<file path="src/rtl/lock_pkg.sv">
// lock_pkg: types and constants shared by the lock's PIN producer and consumers.
//   pinPac_t  - submitted PIN bus: status (one-cycle submit pulse) + four 4-bit digits
//   KEY_*     - special keypad codes
//   PIN_LEN   - number of digits in a PIN
//   is_digit  - true for key codes 0x0-0x9
package lock_pkg;

  localparam int unsigned PIN_LEN = 4;

  localparam logic [3:0] KEY_BACK  = 4'hA;
  localparam logic [3:0] KEY_CLEAR = 4'hE;
  localparam logic [3:0] KEY_ENTER = 4'hF;

  typedef struct packed {
    logic       status;
    logic [3:0] digit1;
    logic [3:0] digit2;
    logic [3:0] digit3;
    logic [3:0] digit4;
  } pinPac_t;

  function automatic logic is_digit(input logic [3:0] code);
    return (code <= 4'd9);
  endfunction

endpackage

</file>
<file path="src/rtl/inactivity_timer.sv">
// inactivity_timer: counts idle cycles while run is high and flags expiry.
//   clk    in  - clock, rising edge
//   rst    in  - synchronous active-high reset
//   run    in  - count enable; low holds the counter at 0
//   kick   in  - activity seen; restarts the count and suppresses expiry
//   expire out - one-cycle pulse in the cycle the count sits at CYCLES-1 with no kick
module inactivity_timer #(
  parameter int unsigned CYCLES = 8
) (
  input  logic clk,
  input  logic rst,
  input  logic run,
  input  logic kick,
  output logic expire
);

  logic [31:0] cnt_q, cnt_d;
  logic        at_limit;

  assign at_limit = (cnt_q == CYCLES - 1);
  // Combinational so the owner can register its timeout on the very next edge.
  assign expire   = run && !kick && at_limit;

  always_comb begin
    cnt_d = cnt_q + 32'd1;
    if (!run || kick || at_limit) begin
      cnt_d = '0;
    end
  end

  always_ff @(posedge clk) begin
    if (rst) begin
      cnt_q <= '0;
    end else begin
      cnt_q <= cnt_d;
    end
  end

endmodule

</file>
<file path="src/rtl/pin_collector.sv">
// pin_collector: assembles a 4-digit PIN from keypad strobes and submits it on ENTER.
//   TIMEOUT_CYCLES  - inactivity limit in clk cycles (used only with PIN_TIMEOUT_EN)
//   clk             in  - clock, rising edge
//   rst             in  - synchronous active-high reset
//   enable          in  - collection permitted; low forces idle and discards partial entry
//   key_valid       in  - one-cycle strobe qualifying key_code
//   key_code        in  - 0-9 digit, A BACK, E CLEAR, F ENTER, B-D ignored
//   pin_out         out - pinPac_t; status pulses one cycle on submit, digits hold last PIN
//   digit_count     out - digits currently held (0-4)
//   key_error       out - one-cycle pulse on a rejected key
//   timeout         out - one-cycle pulse when a partial entry is abandoned
// Optional feature: define PIN_TIMEOUT_EN to build the inactivity timeout.
module pin_collector
  import lock_pkg::*;
#(
  parameter int unsigned TIMEOUT_CYCLES = 250_000_000
) (
  input  logic       clk,
  input  logic       rst,
  input  logic       enable,
  input  logic       key_valid,
  input  logic [3:0] key_code,
  output pinPac_t    pin_out,
  output logic [2:0] digit_count,
  output logic       key_error,
  output logic       timeout
);

  typedef enum logic [1:0] {StIdle, StCollect, StFull, StSend} state_e;

  localparam logic [2:0] FullCount = 3'(PIN_LEN);

  state_e                      state_q, state_d;
  logic [2:0]                  count_q, count_d;
  logic [PIN_LEN-1:0][3:0]     slot_q, slot_d;    // slot 0 holds the first key pressed
  pinPac_t                     pin_q, pin_d;
  logic                        key_error_q, key_error_d;
  logic                        timeout_q, timeout_d;
  logic                        expire;

`ifdef PIN_TIMEOUT_EN
  logic run;

  // Only a partial entry can be abandoned; an empty one has nothing to discard.
  assign run = ((state_q == StCollect) || (state_q == StFull)) && (count_q != 3'd0);

  inactivity_timer #(
    .CYCLES (TIMEOUT_CYCLES)
  ) u_inactivity_timer (
    .clk    (clk),
    .rst    (rst),
    .run    (run),
    .kick   (key_valid),
    .expire (expire)
  );
`else
  logic unused_timeout_cfg;

  assign unused_timeout_cfg = ^TIMEOUT_CYCLES;
  assign expire             = 1'b0;
`endif

  always_comb begin
    state_d     = state_q;
    count_d     = count_q;
    slot_d      = slot_q;
    pin_d       = pin_q;
    pin_d.status = 1'b0;
    key_error_d = 1'b0;
    timeout_d   = 1'b0;

    if (!enable) begin
      // Takes priority over any same-cycle key; submitted digits are kept.
      state_d = StIdle;
      count_d = 3'd0;
      slot_d  = '0;
    end else begin
      unique case (state_q)
        StIdle, StSend: begin
          // Keys are dropped here; a fresh entry starts next cycle.
          state_d = StCollect;
          count_d = 3'd0;
          slot_d  = '0;
        end
        StCollect, StFull: begin
          if (key_valid) begin
            if (is_digit(key_code)) begin
              if (state_q == StFull) begin
                key_error_d = 1'b1;
              end else begin
                slot_d[count_q[1:0]] = key_code;
                count_d              = count_q + 3'd1;
                if (count_q == FullCount - 3'd1) begin
                  state_d = StFull;
                end
              end
            end else begin
              case (key_code)
                KEY_BACK: begin
                  if (count_q != 3'd0) begin
                    // With count 4 the low bits wrap to 0, so minus one lands on slot 3.
                    slot_d[count_q[1:0] - 2'd1] = 4'd0;
                    count_d                     = count_q - 3'd1;
                    state_d                     = StCollect;
                  end else begin
                    key_error_d = 1'b1;
                  end
                end
                KEY_CLEAR: begin
                  state_d = StCollect;
                  count_d = 3'd0;
                  slot_d  = '0;
                end
                KEY_ENTER: begin
                  if (state_q == StFull) begin
                    pin_d.status = 1'b1;
                    pin_d.digit1 = slot_q[0];
                    pin_d.digit2 = slot_q[1];
                    pin_d.digit3 = slot_q[2];
                    pin_d.digit4 = slot_q[3];
                    state_d      = StSend;
                  end else begin
                    key_error_d = 1'b1;
                    state_d     = StCollect;
                  end
                  count_d = 3'd0;
                  slot_d  = '0;
                end
                default: ;  // 0xB-0xD have no effect
              endcase
            end
          end else if (expire) begin
            state_d   = StCollect;
            count_d   = 3'd0;
            slot_d    = '0;
            timeout_d = 1'b1;
          end
        end
        default: state_d = StIdle;
      endcase
    end
  end

  always_ff @(posedge clk) begin
    if (rst) begin
      state_q     <= StIdle;
      count_q     <= 3'd0;
      slot_q      <= '0;
      pin_q       <= '0;
      key_error_q <= 1'b0;
      timeout_q   <= 1'b0;
    end else begin
      state_q     <= state_d;
      count_q     <= count_d;
      slot_q      <= slot_d;
      pin_q       <= pin_d;
      key_error_q <= key_error_d;
      timeout_q   <= timeout_d;
    end
  end

  assign pin_out     = pin_q;
  assign digit_count = count_q;
  assign key_error   = key_error_q;
  assign timeout     = timeout_q;

endmodule

</file>
<file path="config.mk">
export PLATFORM = sky130hd
export DESIGN_NAME = pin_collector
export DESIGN_NICKNAME = d
export VERILOG_FILES = /design/src/rtl/lock_pkg.sv /design/src/rtl/inactivity_timer.sv /design/src/rtl/pin_collector.sv
export SDC_FILE = /design/constraint.sdc
export NUM_CORES = 1
export LEC_CHECK = 0
export ABC_CLOCK_PERIOD_IN_PS = 2700
export CORE_ASPECT_RATIO = 0.9
export CORE_MARGIN = 2
export CORE_UTILIZATION = 52
export DETAILED_ROUTE_END_ITERATION = 10
export PLACE_DENSITY_LB_ADDON = 0.1
export RECOVER_POWER = 50
export SETUP_SLACK_MARGIN = 0.2
export SLEW_MARGIN = 30
export SYNTH_ARGS = -nofsm -noshare
export SYNTH_HDL_FRONTEND = slang
export SYNTH_HIERARCHICAL = 1
export SYNTH_SLANG_ARGS = --single-unit
</file>
<file path="constraint.sdc">
create_clock -name clk -period 2.7 [get_ports clk]
set_input_delay 0.54 -clock clk [delete_from_list [all_inputs] [get_ports clk]]
set_output_delay 0.54 -clock clk [all_outputs]
set_load 0.01 [all_outputs]
</file>
### After elaboration in Yosys (flattened, before gate mapping)

Index checks and enable logic that the tools add are counted.

| storage, ports and cells | value |
|---|---|
| flip-flop bits (word level) | 39 |
| input port bits | 8 |
| output and inout bits | 22 |
| word-level logic and storage cells | 84 |

| cells by class | value |
|---|---|
| $add $sub $neg | 3 |
| order comparisons | 5 |
| equality and inequality tests | 13 |
| multiplexer cells | 31 |
| bitwise gates (word level) | 7 |
| reductions and logical operators | 13 |

Operators by type and width:

| cell | number |
|---|---|
| $mux W16 | 4 |
| $pmux W16 S2 | 2 |
| $mux W17 | 1 |
| $and A16 B16 Y16 | 1 |
| $bwmux W16 | 1 |
| $demux W4 S2 | 2 |
| $not A16 Y16 | 1 |
| $eq A4 B4 Y1 const B | 3 |
| $mux W2 | 6 |
| $mux W3 | 4 |
| $pmux W3 S2 | 2 |
| $mux W4 | 2 |
| $reduce_or A2 Y1 | 4 |
| $lt A2 B3 Y1 const B | 2 |
| $ne A3 B3 Y1 const B | 2 |
| $pmux W2 S3 | 1 |
| $reduce_and A6 Y1 | 1 |
| $reduce_or A6 Y1 | 1 |
| $ne A5 B2 Y1 const B | 1 |
| $not A1 Y1 | 5 |
| $reduce_and A5 Y1 | 1 |
| $eq A2 B2 Y1 const B | 2 |
| $ge A2 B1 Y1 const B | 2 |
| $le A4 B4 Y1 const B | 1 |
| 16 further kinds | 20 |

### Longest topological paths before layout

| logic depth | value |
|---|---|
| depth after elaboration | 12 |
| mapped depth | 9 |
| gate-level depth less buffers | 7 |

### Worst setup path before layout

Ideal clock, no wire load.

| timing | value |
|---|---|
| path kind | flip-flop to flip-flop |
| start point | reg count_q[0], in the netlist digit_count[0] |
| end point | reg slot_q[12] in the netlist's numbering |
| library setup time | 117 ps |
| data arrival time | 1840 ps |
| data required time | 2583 ps |
| path slack | 742 ps |
| cell stages (with the launch flop) | 8 |
| path buffers | 0 |
| period minus slack after synthesis | 1958 ps |
| cell sequence | dfxtp_1 inv_1 ha_1 or3b_1 nand3_4 a21o_1 o31a_1 a32o_1 |

| between the ends | value |
|---|---|
| longest elaborated chain between the ends | 12 |
| elaborated cells on any way between the ends | 23 |
| classes of those cells | 1 x add/sub; 4 x order compare; 1 x eq/ne; 11 x mux; 2 x bitwise; 4 x reduce/logical |

Ends and longest elaborated chain:

| what | line | RTL |
|---|---|---|
| from (decl) | pin_collector.sv:34 | `logic [2:0] count_q, count_d;` |
| from (signal assigned) | pin_collector.sv:154 | `count_q <= count_d;` |
| $sub A2 B1 Y2 | pin_collector.sv:102 | `slot_d[count_q[1:0] - 2'd1] = 4'd0;` |
| $lt A2 B3 Y1 (implied by the code) or $ge A2 B1 Y1 (tied branches) | pin_collector.sv:102 |  |
| $logic_and A1 B1 Y1 (implied by the code) | pin_collector.sv:102 |  |
| $mux W4 (implied by the code) | pin_collector.sv:102 |  |
| $demux W4 S2 | pin_collector.sv:102 |  |
| $not A16 Y16 (no line) | - |  |
| $and A16 B16 Y16 (no line) | - |  |
| $mux W16 | pin_collector.sv:100 | `if (count_q != 3'd0) begin` |
| $pmux W16 S2 | pin_collector.sv:98 | `case (key_code)` |
| $mux W16 | pin_collector.sv:87 | `if (is_digit(key_code)) begin` |
| $mux W16 | pin_collector.sv:86 | `if (key_valid) begin` |
| $pmux W16 S2 | pin_collector.sv:78 | `unique case (state_q)` |
| to (signal assigned) | pin_collector.sv:155 | `slot_q <= slot_d;` |
| to (decl) | pin_collector.sv:35 | `logic [PIN_LEN-1:0][3:0] slot_q, slot_d;` |

Parallel ways exist; a longest one is shown, timed or not. The select of a mux whose other input is x is not followed.
A chain may end at the register's enable or synchronous reset.

### Worst setup path in the final report

| timing | value |
|---|---|
| start point | in key_code[2] |
| end point | reg slot_q[13] in the netlist's numbering |

| between the ends | value |
|---|---|
| longest elaborated chain between the ends | 6 |
| elaborated cells on any way between the ends | 13 |
| classes of those cells | 1 x order compare; 6 x eq/ne; 4 x mux; 2 x reduce/logical |

Ends and longest elaborated chain:

| what | line | RTL |
|---|---|---|
| from (decl) | pin_collector.sv:22 | `input logic [3:0] key_code,` |
| $eq A4 B4 Y1 | pin_collector.sv:98 |  |
| $reduce_or A2 Y1 (no line) | - |  |
| $pmux W16 S2 | pin_collector.sv:98 |  |
| $mux W16 | pin_collector.sv:87 |  |
| $mux W16 | pin_collector.sv:86 |  |
| $pmux W16 S2 | pin_collector.sv:78 |  |

Parallel ways exist; a longest one is shown, timed or not. The select of a mux whose other input is x is not followed.

==> results.sh <==
export IMPL_status="finished, final reports clean"
export IMPL_die_w_um=65.9
export IMPL_critPathCaptureType="flop"
export IMPL_dr_pass1_iters=4
export IMPL_cts_resized=0
export IMPL_antenna_cells=0
export IMPL_synth_nets=223
export IMPL_instances_no_fill=280
export IMPL_gr_total_overflow=0
export IMPL_grtUsageTotal_pct=24.5
export IMPL_dp_hpwl_um=3200
export IMPL_grt_pass1_wl_um=7230
export IMPL_reg2reg_depth=7
export IMPL_max_freq_mhz=434
export IMPL_core_area_sq_um=3330
export IMPL_slowest_stage="dlygate4sd3_1"
export IMPL_port_buffers=28
export IMPL_wl_um=4210
export IMPL_cap_violations=0
export IMPL_syn_avg_cell_area_sq_um=8.66
export IMPL_critical_path_max_stage_delay_ps=610
export IMPL_ys_warn_count=6
export IMPL_drive_above_1_share_pct=8.05
export IMPL_antenna_found_initial=0
export IMPL_n_fill_cell=269
export IMPL_crit_buf_inv=2
export IMPL_start_util_pct=53.8
export IMPL_hold_start="pin_out[11]"
export IMPL_reg2reg_to="slot_q[13]"
export IMPL_path_class="in2reg"
export IMPL_required_ps=2880
export IMPL_vias_per_cell=5.66
export IMPL_root_buffer="clkbuf_8"
export IMPL_synth_area_sq_um=1790
export IMPL_leakage_nw=0.875
export IMPL_postCtsHoldBufs=0
export IMPL_tritoncts="built"
export IMPL_cts_buffers=5
export IMPL_clock_latency_ps=290
export IMPL_synthTopCellsByArea="dfxtp_1, a32o_1, nand2_1, a21oi_1, ha_1"
export IMPL_ys_seq_area_share_pct=43.6
export IMPL_rsz0062_at_grt="no"
export IMPL_multi_input_area_sq_um=896
export IMPL_grt_start_max_net_pins=20
export IMPL_first_global_vias=1524
export IMPL_synth_top_area_share_pct=43.6
export IMPL_io_pins=30
export IMPL_holdCritPathClass="reg2reg"
export IMPL_ys_ff_latch=39
export IMPL_critPathTopFamily="compound AO/OA/AOI/OAI gates"
export IMPL_final_common_cell="dfxtp_1"
export IMPL_critPathMaxFanout=10
export IMPL_crit_chain="dlygate4sd3_1 > buf_4 > nor2_1 > nor2_1 > a21o_1 > o31a_1 > a32o_1"
export IMPL_irDropWorstVdd_uv=408
export IMPL_clock_path_buffers=2
export IMPL_drv_slew=0
export IMPL_vias=1586
export IMPL_hold_depth=2
export IMPL_wl_per_cell_um=15.0
export IMPL_r2r_slack_ps=570
export IMPL_die_area_sq_um=3930
export IMPL_fp_row_count=20
export IMPL_drc=0
export IMPL_finClkSkew_ps=4.62
export IMPL_drtIter0Drc=60
export IMPL_cts_sinks=39
export IMPL_hold_viol=0
export IMPL_cp_arrival_ps=2490
export IMPL_fin_crit_sh_pct=85.4
export IMPL_synthCells=207
export IMPL_p_per_area_nw_per_um2=524
export IMPL_ant_nets=0
export IMPL_yosysTopAreaCell="dfxtp_1"
export IMPL_period_needed_ps=2310
export IMPL_die_y_um=59.7
export IMPL_seq_area_sq_um=781
export IMPL_ctsHtreeMaxLevel=2
export IMPL_holdPathEnd="pin_out[11]"
export IMPL_critPathLaunchType="input port"
export IMPL_setup_tns_ps=0
export IMPL_place_gp_congestion=0.921
export IMPL_fin_nets=251
export IMPL_worstReg2RegStart="state_q[0]"
export IMPL_clkTransAtPathRegs_ps=80
export IMPL_cpMostUsedCell="nor2_1"
export IMPL_post_cts_buffers=0
export IMPL_setup_viol=0
export IMPL_most_common_layout_cells="dfxtp_1, nand2_1, dlygate4sd3_1"
export IMPL_syn_to_final_growth_pct=24.6
export IMPL_placedCellCount=272
export IMPL_synth_cell_type_count=41
power by group:
group	internal, mW	switching [mW]
sequential	0.577	0.00202
clock	0.299	0.199
combinational	0.0368	0.0566
cells by family after synthesis:
family	Yosys count	synth area share, %
XOR/XNOR	1	0.489
multiplexers	1	0.628
buffers and inverters	23	6.28
adder cells (fa/ha/maj)	8	5.59
flip-flops	39	43.6
AO/OA/AOI/OAI	54	21.6
other	1	0.209
AND/OR/NAND/NOR	80	21.6
stage by stage:
| stage | hold WS [ps] | total power [mW] | setup WS [ps] | util [%] | instance area, sq um |
|---|---|---|---|---|---|
| global placement | 440 | 0.686 | 253 | 63.6 | 2120 |
| global route | 466 | 1.21 | 277 | 67.1 | 2230 |
| CTS | 456 | 1.18 | 566 | 67.1 | 2230 |
| detailed placement | 445 | 0.685 | 258 | 63.6 | 2120 |
| finish | 449 | 1.17 | 395 | 67.1 | 2230 |
| floorplan | 436 | 0.656 | 742 | - | 1790 |
worst min-delay path: stages (launching register included):
cell     delay [ps]
dfxtp_1         310
nand2_1          50
a21oi_1          50
per-layer routing:
layer  up-vias  GRT usage (%)  routed length (um)
met5         -              0                   0
met2        53           38.1                2010
met3         9           6.03                 218
met4         0           7.74                  55
li1        781              -                   -
met1       743           33.8                1920
synth_stat cells:
library cell	instances
a32o_1	16
a22oi_1	1
o21ai_0	1
nor2_1	12
buf_6	1
nand3_1	4
o22ai_1	1
and2_1	4
nand3_4	1
xnor2_1	1
a211o_1	1
nor2b_1	2
nor2_2	1
a21o_1	1
buf_4	3
clkbuf_1	3
or3b_1	1
mux2_2	1
o2bb2ai_1	2
buf_2	5
and2_4	1
o41ai_1	1
inv_1	8
or3_1	3
dfxtp_1	39
a221oi_1	1
o31a_1	1
nand2b_1	6
or4_1	1
clkbuf_2	1
nand2_1	38
and3_1	4
ha_1	8
a21oi_1	20
buf_1	2
o32ai_1	1
o21ai_1	4
nor3b_1	1
a31oi_1	3
nor3_1	1
conb_1	1
worst max path at each step:
stage                       endpoint  slack, ps  cells after the start      startpoint
final                     slot_q[13]        390                      7     key_code[2]
after global routing       slot_q[2]        280                      7     key_code[2]
after global placement    slot_q[13]        250                      7     key_code[2]
after detailed placement  slot_q[15]        260                      6     key_code[1]
after CTS                 slot_q[15]        570                      6     key_code[1]
after floorplan           slot_q[12]        740                      7  digit_count[0]
cell type report:
class	count	area share, %
clock buffers	6	3.70
clock inverters	2	1.57
inverters	8	1.35
multi-input cells	145	40.1
flip-flops and latches	39	35.0
well taps	44	2.47
repair buffers	36	15.8
flip-flops by register name, indices dropped and copies added, names as in the netlist:
name,count
digit_count,3
key_error,1
pin_out,17
slot_q,16
state_q,2
No activity file was read; power rests on OpenSTA's default activity.
==> variant 1, RTL diff (same flow settings) <==
`PIN_LEN`: 4 -> 8.
--- a/src/rtl/lock_pkg.sv
+++ b/src/rtl/lock_pkg.sv
@@ -7,3 +7,3 @@
 
-  localparam int unsigned PIN_LEN = 4;
+  localparam int unsigned PIN_LEN = 8;
 
Check against the original RTL: not equivalent (a bounded check fails within 10 cycles, from zero or initial values and one cycle with rst high).
==> variant 1 against the unedited design <==
- worst setup slack worse by 0.028 ns
- sequential cell count stayed put
- routed wire length is 2.6% lower
- hold slack better by 0.013 ns
- total power is 3.4% higher
- final area is 7.5% higher
- count of clock-buffer cells in the layout stayed put
- area after synthesis is 10% higher
- combinational power is 38% higher
- critical path depth is 1 lower
- largest power group unchanged
- highest routed layer unchanged
==> variant 1: results (changes against the unedited design) <==
beginning of the critical path=key_code[1]; GRT Util Overall=21.2% (-3.3 points); placed instance count=292 (+7.4%); Worst-path clk slew=0.08 ns (about the same); largest net degree at the start of global routing=17 (-15%); crit-path max FO=16 (+6); post-layout util=65.2% (-1.8 points); Total Wirelength=4100 um (-2.6%); vias in the first global route=1533 (+0.59%); Pleak=0.919 nW (+5.0%); drt wl/cell=13.7 um (-9.1%); Post-Synthesis Cells=226 (+9.2%); internal power=925 uW (+1.4%); crit path DAT=2.52 ns (+0.03 ns); Synth cell types=39 (-4.9%); CP top delay family=buffers and inverters; Commonest cells post-synth=dfxtp_1, inv_1, nor2_1; Fill cells=330 (+23%); via count=1668 (+5.2%); Ant. Diodes=0 (unchanged); Final #Nets=270 (+7.6%); CTS resizes=0 (unchanged); DP HPWL=2910 um (-8.9%); CP max stage delay=0.78 ns (+0.17 ns); slowest CP cell=dlygate4sd3_1; largest cells by area after synthesis=dfxtp_1, mux2i_1, ha_1, inv_1, nor2_1; pre-CTS setup slack=0.347 ns (+0.0890 ns); Max VDD drop=361 uV (-11%); outcome=finished clean; skew final=0.00426 ns (-0.000360 ns); worst min-delay path startpoint=slot_q[0]; Area after DPL=2300 um^2 (+8.5%); share of cells above drive strength 1=5.91% (-2.1 points); Iter 0 DRT Violations=87 (+45%); first-pass GRT wire length=7050 um (-2.5%); register area share after synthesis=39.5% (-4.1 points); Mapped Nets=243 (+9.0%); Reg2Reg Launch Point=digit_count[0]; GP Congestion=0.885 (-4.0%); drt pass-1 iters=4 (unchanged)
==> variant 1: cell types whose count changed after synthesis, moves of 13 or more <==
cell	change
a32o_1	-16
a21oi_1	-15
o21ai_0	+14
mux2i_1	+16
inv_1	+13
nand2_1	-38
==> variant 1: power groups by stage <==
stage	Clock, mW	Sequential (mW)	Combinational [mW]
floorplan	0	0.595	0.0917
global placement	0	0.595	0.127
detailed placement	0	0.595	0.126
CTS	0.506	0.582	0.127
global route	0.533	0.582	0.143
finish	0.500	0.582	0.129
==> variant 1: routing by layer <==
layer | global-route usage (%) | vias to the layer above | share of wire [%]
met5 | 0 | - | 0
met4 | 5.88 | 0 | 1.6
met3 | 4.86 | 9 | 5.0
met2 | 31.3 | 38 | 42
met1 | 30.8 | 777 | 52
li1 | - | 844 | -
==> variant 1: cells by family after synthesis <==
kind of cell               after synthesis  share of synthesized area (%)
muxes                                   16                           8.10
buffers and inverters                   34                           7.41
AOI/OAI and AO/OA                       57                           18.4
other                                    1                          0.190
adders and majority gates               10                           6.20
and+or+nand+nor                         69                           20.2
DFF                                     39                           39.5
==> variant 1: path summary, 6_finish.rpt <==
path,endpoint,slack [ns],cells after the start
min reg2reg,slot_q[0],0.46,2
max reg2reg,slot_q[11],0.52,7
max,pin_out[14],0.37,6
min,slot_q[0],0.46,2
==> variant 1: final cells by class <==
type                       instances  area share (%)
tap                               46            2.40
multi-input combinational        153            43.7
timing repair buffer              33            13.1
clock inverter                     2            1.46
sequential                        39            32.5
clock buffer                       6            3.44
inverter                          21            3.28
==> variant 1: worst min-delay path: stages (launching register included) <==
cell and delay (ns):
dfxtp_1 0.32, inv_1 0.05, o21ai_1 0.05
==> variant 2, RTL diff (config.mk and constraints unchanged) <==
Without the edit above. The 4 states of `state_e` get a Gray code encoding in 2 bits.
--- a/src/rtl/pin_collector.sv
+++ b/src/rtl/pin_collector.sv
@@ -28,3 +28,3 @@
 
-  typedef enum logic [1:0] {StIdle, StCollect, StFull, StSend} state_e;
+  typedef enum logic [1:0] {StIdle = 2'b00, StCollect = 2'b01, StFull = 2'b11, StSend = 2'b10} state_e;
 
Formal check against the unedited RTL: same outputs for any inputs over 4 cycles, from zero or initial values and one cycle with rst high; so few cycles prove little.
==> variant 2 against the unedited design <==
- count of clock-buffer cells in the layout is 1 lower
- total power is 2.4% lower
- routed wire length is 2.5% lower
- area after synthesis is 1.6% higher
- worst setup slack better by 0.058 ns
- non-clock buffer count is 2 lower
- sequential cell count stayed put
- final area is 0.28% higher
- via count is 2.8% lower
- sequential power hardly changed
- critical endpoint is now pin_out[0]
- highest routed layer unchanged
==> variant 2: results (changes against the unedited design) <==
met1 Track Usage GR=32.3% (-1.5 points); drt wl/cell=14.8 um (-1.8%); Mapped Nets=218 (-2.2%); Post-Synthesis Cells=203 (-1.9%); CP Capture Point=pin_out[0]; post-layout util=66.8% (-0.31 points); skew final=0.00661 ns (+0.00199 ns); Area after DPL=2130 um^2 (+0.41%); met2 usage=35.0% (-3.1 points); Fin Hold WS=0.455 ns (+0.00596 ns); worst min-delay path startpoint=slot_q[14]; outcome=finished clean; via/cell ratio=5.54 (-2.1%); placed instance count=270 (-0.74%); Multi-In Gates=144 (-0.69%); M1 WL=1910 um (-0.73%); invs w/o clock=9 (+1); GRT Util Overall=22.7% (-1.8 points); crit path DAT=2.43 ns (-0.06 ns); register area share after synthesis=42.9% (-0.69 points); share of cells above drive strength 1=9.40% (+1.4 points); register share of the cell area=34.9% (-0.098 points); Pleak=0.872 nW (-0.30%); Total Wirelength=4100 um (-2.5%); Iter 0 DRT Violations=56 (-6.7%); worst reg2reg path endpoint=slot_q[12]; Non-clock buffer share=14.5% (-1.3 points); vias in the first global route=1367 (-10%); Reg2Reg Launch Point=digit_count[0]; worst r2r path cells=6 (-1); DP HPWL=2990 um (-6.4%)
==> variant 2: critical path, cell delays in order <==
cell and delay [ns]:
dlygate4sd3_1 0.82, nand2_1 0.19, nor4_4 0.22, buf_4 0.33, mux2i_1 0.26, nor2_1 0.05
==> variant 2: cell families (layout without fill, tap and decap cells) <==
| kind of cell | after synthesis | count (layout) | share of synthesized area, % |
|---|---|---|---|
| simple gates | 81 | 81 | 21.4 |
| flops | 39 | 39 | 42.9 |
| compound gates | 35 | 35 | 13.7 |
| buf+inv | 20 | 51 | 5.98 |
| mux | 19 | 19 | 10.4 |
| fa+ha+maj | 7 | 7 | 4.81 |
| other cells | 1 | 1 | 0.206 |
| xor+xnor | 1 | 1 | 0.481 |
==> variant 2: report_power, final <==
part | switching, mW | internal (mW)
clock network | 0.207 | 0.275
logic | 0.0487 | 0.0316
registers | 0.00368 | 0.577
total | 0.259 | 0.884
